`src/rtl/irq_key_ctrl.sv`:
```
// irq_key_ctrl: synchronizes and debounces N_SRC interrupt lines, latches
// rising edges as pending, and presents one fixed-priority request on key.
//   clk, rst_n    : clock, synchronous active-low reset
//   btn           : raw asynchronous interrupt lines
//   irq_en        : global enable
//   op_m          : trap command (2'b11 = trap taken, acknowledges REQ)
//   trap_done     : MRET retire pulse, ends SERVICE
//   key           : interrupt request level
//   irq_id        : source requested / in service
//   pending       : latched unacknowledged edges
module irq_key_ctrl #(
  parameter int N_SRC    = 4,
  parameter int DEBOUNCE = 4,
  parameter int ID_W     = 2
) (
  input  logic              clk,
  input  logic              rst_n,
  input  logic [N_SRC-1:0]  btn,
  input  logic              irq_en,
  input  logic [1:0]        op_m,
  input  logic              trap_done,
  output logic              key,
  output logic [ID_W-1:0]   irq_id,
  output logic [N_SRC-1:0]  pending
);

  localparam int CNT_W = (DEBOUNCE < 1) ? 1 : $clog2(DEBOUNCE + 1);

  typedef enum logic [1:0] {
    IDLE    = 2'd0,
    REQ     = 2'd1,
    SERVICE = 2'd2
  } state_e;

  state_e            state_q, state_d;
  logic [N_SRC-1:0]  s1_q, s1_d;
  logic [N_SRC-1:0]  s2_q, s2_d;
  logic [N_SRC-1:0]  db_q, db_d;
  logic [N_SRC-1:0]  db_dly_q, db_dly_d;
  logic [N_SRC-1:0]  pending_q, pending_d;
  logic [ID_W-1:0]   irq_id_q, irq_id_d;
  logic [CNT_W-1:0]  cnt_q [N_SRC];
  logic [CNT_W-1:0]  cnt_d [N_SRC];

  logic [N_SRC-1:0]  rise;
  logic [N_SRC-1:0]  ack_mask;
  logic              ack;
  logic              found;

  // front end: synchronizer, debounce counter, edge detect
  always_comb begin
    s1_d     = btn;
    s2_d     = s1_q;
    db_d     = db_q;
    db_dly_d = db_q;
    for (int unsigned i = 0; i < N_SRC; i++) begin
      cnt_d[i] = '0;
      if (s2_q[i] != db_q[i]) begin
        if (cnt_q[i] == CNT_W'(DEBOUNCE - 1)) begin
          db_d[i]  = s2_q[i];
          cnt_d[i] = '0;
        end else begin
          cnt_d[i] = cnt_q[i] + 1'b1;
        end
      end
    end
    rise = db_q & ~db_dly_q;
  end

  always_comb begin
    state_d  = state_q;
    irq_id_d = irq_id_q;
    ack      = 1'b0;
    found    = 1'b0;
    ack_mask = '0;
    case (state_q)
      IDLE: begin
        if (irq_en && (|pending_q)) begin
          for (int unsigned i = 0; i < N_SRC; i++) begin
            if (!found && pending_q[i]) begin
              found    = 1'b1;
              irq_id_d = ID_W'(i);
            end
          end
          state_d = REQ;
        end
      end
      REQ: begin
        if (op_m == 2'b11) begin
          ack     = 1'b1;
          state_d = SERVICE;
        end else if (!irq_en) begin
          state_d = IDLE;
        end
      end
      SERVICE: begin
        if (trap_done) state_d = IDLE;
      end
      default: state_d = IDLE;
    endcase
    for (int unsigned i = 0; i < N_SRC; i++) begin
      ack_mask[i] = ack && (irq_id_q == ID_W'(i));
    end
    // a same-edge rise overrides the acknowledge clear
    pending_d = (pending_q & ~ack_mask) | rise;
  end

  always_ff @(posedge clk) begin
    if (!rst_n) begin
      state_q   <= IDLE;
      s1_q      <= '0;
      s2_q      <= '0;
      db_q      <= '0;
      db_dly_q  <= '0;
      pending_q <= '0;
      irq_id_q  <= '0;
      cnt_q     <= '{default: '0};
    end else begin
      state_q   <= state_d;
      s1_q      <= s1_d;
      s2_q      <= s2_d;
      db_q      <= db_d;
      db_dly_q  <= db_dly_d;
      pending_q <= pending_d;
      irq_id_q  <= irq_id_d;
      cnt_q     <= cnt_d;
    end
  end

  assign key     = (state_q == REQ);
  assign irq_id  = irq_id_q;
  assign pending = pending_q;

endmodule

```
`config.mk`:
```
export PLATFORM = sky130hd
export DESIGN_NAME = irq_key_ctrl
export DESIGN_NICKNAME = d
export VERILOG_FILES = /design/src/rtl/irq_key_ctrl.sv
export SDC_FILE = /design/constraint.sdc
export NUM_CORES = 1
export LEC_CHECK = 0
export ABC_AREA = 1
export CAP_MARGIN = 10
export CELL_PAD_IN_SITES_DETAIL_PLACEMENT = 0
export CELL_PAD_IN_SITES_GLOBAL_PLACEMENT = 1
export CORE_ASPECT_RATIO = 0.7
export CORE_UTILIZATION = 45
export DETAILED_ROUTE_END_ITERATION = 10
export PLACE_DENSITY = 0.86
export SYNTH_ARGS = -nofsm -noshare
export SYNTH_HDL_FRONTEND = slang
export SYNTH_SLANG_ARGS = --single-unit
```
`constraint.sdc`:
```
create_clock -name clk -period 2.6 [get_ports clk]
set_input_delay 0.65 -clock clk [delete_from_list [all_inputs] [get_ports clk]]
set_output_delay 0.65 -clock clk [all_outputs]
set_load 0.005 [all_outputs]
```
# Yosys cells after proc, flatten, opt, wreduce, memory -nomap -nowiden
# Cells that the tools add are included.
# word_totals
regBits	36
inputBits	10
out_inout_bits	7
elab_cells	90
# op_classes
n_addsub	4
n_eq_ne	17
muxes	20
bitwise_logic	10
n_reduce_logical	25
# ops
cell	n
$mux W2	8
$add A3 B1 Y3 const B	4
$eq A3 B2 Y1 const B	4
$reduce_or A3 Y1	4
$mux W1	11
$and A4 B4 Y4	2
$eq A2 B2 Y1 const B	4
$logic_and A1 B1 Y1	8
$not A4 Y4	2
$reduce_and A2 Y1	4
$pmux W2 S3	1
$reduce_and A3 Y1	2
$not A1 Y1	5
$eq A2 B1 Y1 const B	2
$logic_not A2 Y1	2
$ne A1 B1 Y1	4
$ne A2 B2 Y1 const B	2
$or A4 B4 Y4	1
$reduce_bool A4 Y1	1
$reduce_or A4 Y1	1
$logic_not A1 Y1	3
$ne A3 B2 Y1 const B	1

# Longest topological paths before layout
# Gate-level depths: netlist of run 1.
# logic_depth
ltp_word	18
mapped_depth	7
ltp_nobuf	7

# Worst setup path before layout of run 1
# No wires, ideal clock.
# synth_timing
kind	input to register
start	input port op_m[0]
end	register pending_q[0] (netlist: pending[0])
setup_ps	112
t_arrival_ps	1075
required_ps	2488
setup_slack_ps	1412
cell_stages	5
n_path_buf	0
path_cell_list	nand2_1 > nor3_4 > nand3_1 > nand2_1 > nand2_1
# synth_via
elab_chain_len	7
# synth_rtl
item	line	source
start: declaration	20	input logic [1:0] op_m,
$eq A2 B2 Y1	89	if (op_m == 2'b11) begin
$mux W1	89	
$mux W1	76	case (state_q)
$logic_and A1 B1 Y1	102	ack_mask[i] = ack && (irq_id_q == ID_W'(i));
$not A4 Y4	105	pending_d = (pending_q & ~ack_mask) | rise;
$and A4 B4 Y4	105	
$or A4 B4 Y4	105	
end signal: assignment	124	pending_q <= pending_d;
end: declaration	40	logic [N_SRC-1:0] pending_q, pending_d;
# No other way between the ends.
# A chain may end at the register's enable or synchronous reset.

# Worst setup path in the final report of run 1
# layout_timing
start	register state_q[0]
end	output port key
# layout_via
elab_chain_len	1
# layout_rtl
item	line	source
start: declaration	35	state_e state_q, state_d;
start signal: assignment	119	state_q <= state_d;
$eq A2 B1 Y1	130	assign key = (state_q == REQ);
end: declaration	22	output logic key,
# No other way between the ends.

==> flow_summary.ini, run 1 <==
[clock_network]
cts-buffers-inserted = 5
clock-sinks = 36
clk_latency_ps = 280
cts_hold_buf = 0
cts_tree = built
htreeDepth = 2
post_cts_buffers = 0
postCtsResizedCells = 0
clockRootBuffer = clkbuf_8
path_clk_slew_ps = 70
clock_path_buffers = 2

[synthesis]
syn-cell-area_mm2 = 0.00153
synth_compound_area_share_pct = 13.8
synth_fp_nets = 182
synth_xor_area_share_pct = 0
ys_seq_area_share_pct = 47.2
syn_area_per_cell_um2 = 9.31
muxShareOfSynthArea_pct = 0
synth_seq_cells = 36
synth_async_sr_flop_share_pct = 0
synth_cells = 164
ys_warn_count = 0
synth_edf_count = 0
yosysUniqueCellTypes = 21
synthSimpleGateAreaFrac_pct = 21.1
yosys.area_share.adder_pct = 6.56
synth-main-ff-cell = dfxtp_1
synth_top_family_by_area = simple AND/OR/NAND/NOR gates

[sta]
max-slew-margin-rel_pct = 74.6
clock_skew_ps = 5.20
period_needed_ps = 1960
rsz0062_at_grt = false
fin_hold_ws_ps = 422
fin_crit_sh_pct = 75.2
maxSlewViolCount = 0
setup_viol = 0
fin_tns_setup_ps = 0
hold_viol = 0
worst_pin_slew_ps = 381
max_freq_mhz = 511

[critical_path]
path_cells = inv_2 > nor2_1 > clkdlybuf4s50_1
cp.arrival_ps = 1310
endpoint_kind = primary output
rrSetupSlack_ps = 1390
critPathLaunch = state_q[0]
timing.rr.end = cnt_q[11]
critPathSlowestCell = clkdlybuf4s50_1
crit_fanout = 3
ff2ff_path_depth = 5
critPathCapture = key
startpoint_type = flip-flop
required_ps = 1950
path_class = flip-flop to primary output
crit_path_max_incr_delay_ps = 510
r2r_start = cnt_q[9]

[global_route]
grt_pass1_vias = 953
grt_util_all_layers_pct = 15.3
grt_start_max_net_pins = 29
grt_first_pass_wirelength_mm = 4.01
grt-ovfl-total = 0
antenna_found_initial = 0

[route]
first_pass_iters = 4
drc = 0
viasPerCell = 4.50
dr_total_vias = 1007
initialDrtViolationCount = 38
wirelength_mm = 2.21
avgRoutedWirePerCell_um = 9.84
ant_nets = 0

[final_layout]
layout.nets = 203
drive_gt1_share_pct = 30.1
num-fill-cells = 298
syn2layout_area_growth_pct = 17.0
antenna_cells = 0
fin_util_pct = 56.0

[outcome]
outcome = completed

[die]
dieArea_mm2 = 0.00363
io_pins = 17
die_w_um = 71.6
initial_core_util_pct = 47.8
rows = 17
coreArea_mm2 = 0.00319
die_h_um = 50.7

[min_path]
whs_path_depth = 2
hold_path.class = flip-flop to flip-flop

[place]
gp_congestion = 0.708
port_buffers = 16
dpl.hpwl_mm = 1.64

[job]
drv_cap = 0

[power_and_ir_drop]
p_total_mw = 1.00
peakVddDrop_mv = 0.326
p_leak_nw = 0.783
p_per_area_mw_per_mm2 = 560
cell usage in the layout, fill, tap and decap left out, types with 2 or more instances in the layout:
master / netlist / layout
nand2_2: 6 / 6
clkbuf_8: 0 / 6
clkdlybuf4s50_1: 0 / 16
nand2_1: 26 / 26
nor2_1: 6 / 6
o21ai_2: 4 / 4
inv_1: 22 / 22
inv_2: 12 / 12
o211ai_4: 4 / 4
nand3_1: 5 / 5
a21oi_2: 8 / 8
dfxtp_1: 36 / 36
or2_0: 4 / 4
nor2_2: 14 / 14
nor3_1: 2 / 2
clkbuf_1: 0 / 2
ha_1: 8 / 8
layer usage:
metal | routed length (um) | track usage, % | share of wire, % | vias up
met4 | 38 | 7.84 | 1.7 | 0
met1 | 1030 | 17.4 | 47 | 440
met2 | 1010 | 24.1 | 46 | 24
met3 | 127 | 7.43 | 5.8 | 4
met5 | 0 | 0 | 0 | -
li1 | - | - | - | 539
synth_stat cells, types with 2 or more instances:
library cell	instances	area [um2]
nand3_1	5	25.0
o21ai_2	4	35.0
ha_1	8	100
nand2_1	26	97.6
or2_0	4	25.0
inv_1	22	82.6
inv_2	12	45.0
nor2_1	6	22.5
nand2_2	6	37.5
dfxtp_1	36	721
nor2_2	14	87.6
a21oi_2	8	70.1
nor3_1	2	10.0
o211ai_4	4	85.1
worst min path at each step:
stage,from,end,slack [ps]
CTS,s1_q[1],s2_q[1],430
global route,s1_q[3],s2_q[3],450
floorplan,s1_q[0],s2_q[0],400
global placement,s1_q[1],s2_q[1],400
detailed placement,s1_q[1],s2_q[1],410
finish,s1_q[1],s2_q[1],420
logic make-up after synthesis:
kind of cell             count (synthesis)
AND/OR/NAND/NOR                         64
buffers and inverters                   37
flip-flops                              36
AO/OA/AOI/OAI                           19
adder cells (fa/ha/maj)                  8
area by class of cell:
class / count / area [um2] / area share [%]
sequential: 36 / 721 / 40.4
multi-input combinational: 91 / 632 / 35.4
tap: 38 / 47.5 / 2.66
timing repair buffer: 17 / 168 / 9.39
inverter: 34 / 128 / 7.15
clock buffer: 8 / 90.1 / 5.05
where the power goes:
group	switching, mW	total, mW	internal [mW]
combinational	0.0206	0.0410	0.0204
sequential	0.00579	0.565	0.559
clock	0.179	0.395	0.216
stage by stage:
stage | cells | worst slack (ps) | cell area, um2
4_1_cts | 224 | 620 | 1790
5_1_grt | 224 | 559 | 1790
6_report | 224 | 644 | 1790
3_3_place_gp | 216 | 743 | 1700
3_5_place_dp | 216 | 722 | 1700
2_1_floorplan | 164 | 1410 | 1530
registers in the layout, indices dropped and copies added (netlist names):
signal	count
db_dly_d	4
db_dly_q	4
pending	4
s2_q	4
state_q	2
cnt_q	12
s1_q	4
irq_id	2
worst max-delay path: cells and delay by family (launching register included):
kind                   cells  cell delay (ps)
buffers and inverters      2              570
AND/OR/NAND/NOR            1              110
flip-flops                 1              340
(Power assumes the default switching activity.)
==> run 2, diff against run 1 <==
Settings changed: CORE_UTILIZATION 45 to 38, PLACE_DENSITY 0.86 to 0.78.
Clock period 2.6 ns to 1.6 ns, I/O delays scaled along.
==> flow_summary.ini, run 2 (same netlist as run 1, synthesis figures left out) <==
[outcome]
outcome = completed

[clock_network]
htreeDepth = 2
clock-sinks = 36
clockRootBuffer = clkbuf_8
cts-buffers-inserted = 5
post_cts_buffers = 0
cts_hold_buf = 0
cts_tree = built
clock_path_buffers = 2
clk_latency_ps = 290
path_clk_slew_ps = 70

[global_route]
grtUsageMet2_pct = 20.5
top_usage_layer = met2
antenna_found_initial = 0
grt_start_max_net_pins = 29
grt_use_met3_pct = 6.39
grt_pass1_vias = 923
grt_util_all_layers_pct = 12.2
use_met1_pct = 13.1
grt-ovfl-total = 0
grt_first_pass_wirelength_mm = 3.79

[final_layout]
final_common_cell = dfxtp_1
final_cell_mix = dfxtp_1 (28), nand2_1 (26), inv_1 (22)
layout.nets = 203
antenna_cells = 0
regMostFlops = cnt_q
largest_reg_flops = 12
layoutNonFillerInstCount = 236
fin_area_mm2 = 0.00183
syn2layout_area_growth_pct = 20.0
drive_gt1_share_pct = 34.9

[sta]
worst_pin_slew_ps = 268
fin_tns_setup_ps = 0
clock_skew_ps = 4.09
rsz0062_at_grt = false
hold_viol = 0
max_freq_mhz = 648
maxSlewViolCount = 0
fin_crit_sh_pct = 96.5
setup_viol = 0
fin_hold_ws_ps = 423
max-slew-margin-rel_pct = 82.1
period_needed_ps = 1540

[critical_path]
rrSetupSlack_ps = 400
crit_path_max_incr_delay_ps = 500
timing.rr.end = cnt_q[11]
endpoint_kind = primary output
path_class = flip-flop to primary output
cp.arrival_ps = 1140
cp_top_family = buffers and inverters
critPathBufInv = 1
r2r_start = cnt_q[9]
crit_cells = 1
crit_fanout = 4
startpoint_type = flip-flop
required_ps = 1200
path_cells = clkdlybuf4s50_1
ff2ff_path_depth = 5
critPathSlowestCell = clkdlybuf4s50_1

[place]
dpl.hpwl_mm = 1.64
postPlaceCellArea_mm2 = 0.00172
gp_congestion = 0.713
port_buffers = 16
dpl.cell_count = 228

[power_and_ir_drop]
p_leak_nw = 0.816
seq_power_share_pct = 55.9
p_int_mw = 1.29
p_total_mw = 1.64
switchingPower_mw = 0.343
switching_share_pct = 21.0
peakVddDrop_mv = 0.690
p_comb_share_pct = 4.3
p_per_area_mw_per_mm2 = 893
power.share.clock_pct = 39.8

[route]
viasPerCell = 4.30
avgRoutedWirePerCell_um = 9.29
wirelength_mm = 2.19
drc = 0
first_pass_iters = 5
ant_nets = 0
initialDrtViolationCount = 38
dr_total_vias = 1014

[die]
dieArea_mm2 = 0.00428
io_pins = 17
die_w_um = 77.8
die_h_um = 55.0
coreArea_mm2 = 0.00367
initial_core_util_pct = 41.6
rows = 18

[min_path]
whs_path_depth = 2
min_to = s2_q[1]
hold_start = s1_q[1]
hold_path.class = flip-flop to flip-flop

[job]
drv_cap = 0
[run 2: cell types whose count changed in the layout (fill, tap and decap cells not counted), sizes merged]
| cell | previous run | this run |
|---|---|---|
| clkdlybuf4s50 | 16 | 14 |
| dlygate4sd2 | 0 | 1 |
| dlymetal6s2s | 0 | 1 |
[run 2: worst max-delay path by stage]
| stage | to | slack [ps] | from |
|---|---|---|---|
| finish | irq_id[1] | 60 | irq_id[1] |
| global route | pending[1] | 6 | pending[1] |
| detailed placement | pending[3] | 70 | rst_n |
| floorplan | cnt_q[0] | 500 | cnt_q[0] |
| CTS | irq_id[1] | 5 | irq_id[1] |
| global placement | pending[1] | 90 | op_m[0] |
[run 2: area by class of cell]
class                      count  area [um2]
fill                         348        1840
sequential                    36         736
multi-input combinational     91         634
timing repair buffer          17         181
inverter                      34         128
clock buffer                   8        90.1
tap                           50        62.6
[run 2: per-layer routing]
metal  wire length [um]  share of wire [%]
met1               1070                 49
met2                965                 44
met3                132                6.0
met4                 26                1.2
met5                  0                  0
[run 2: timing repair]
item                                    in CTS  in global routing
pin swaps                                    0                  0
endpoints found under the setup margin       5                  5
gates resized for setup                      8                  5
[run 2: per-stage QoR]
stage / worst slack, ps / util [%]
6_report: 56.2 / 49.9
5_1_grt: 5.61 / 49.9
4_1_cts: 5.41 / 49.6
3_5_place_dp: 65.5 / 46.9
3_3_place_gp: 89.5 / 46.9
2_1_floorplan: 501 / -
[run 2: power by group through the flow]
| stage | clock (mW) | sequential (mW) | combinational, mW |
|---|---|---|---|
| finish | 0.650 | 0.915 | 0.0706 |
| global route | 0.710 | 0.915 | 0.0776 |
| CTS | 0.673 | 0.918 | 0.0716 |
| detailed placement | 0 | 0.939 | 0.0714 |
| global placement | 0 | 0.938 | 0.0699 |
| floorplan | 0 | 0.937 | 0.0496 |
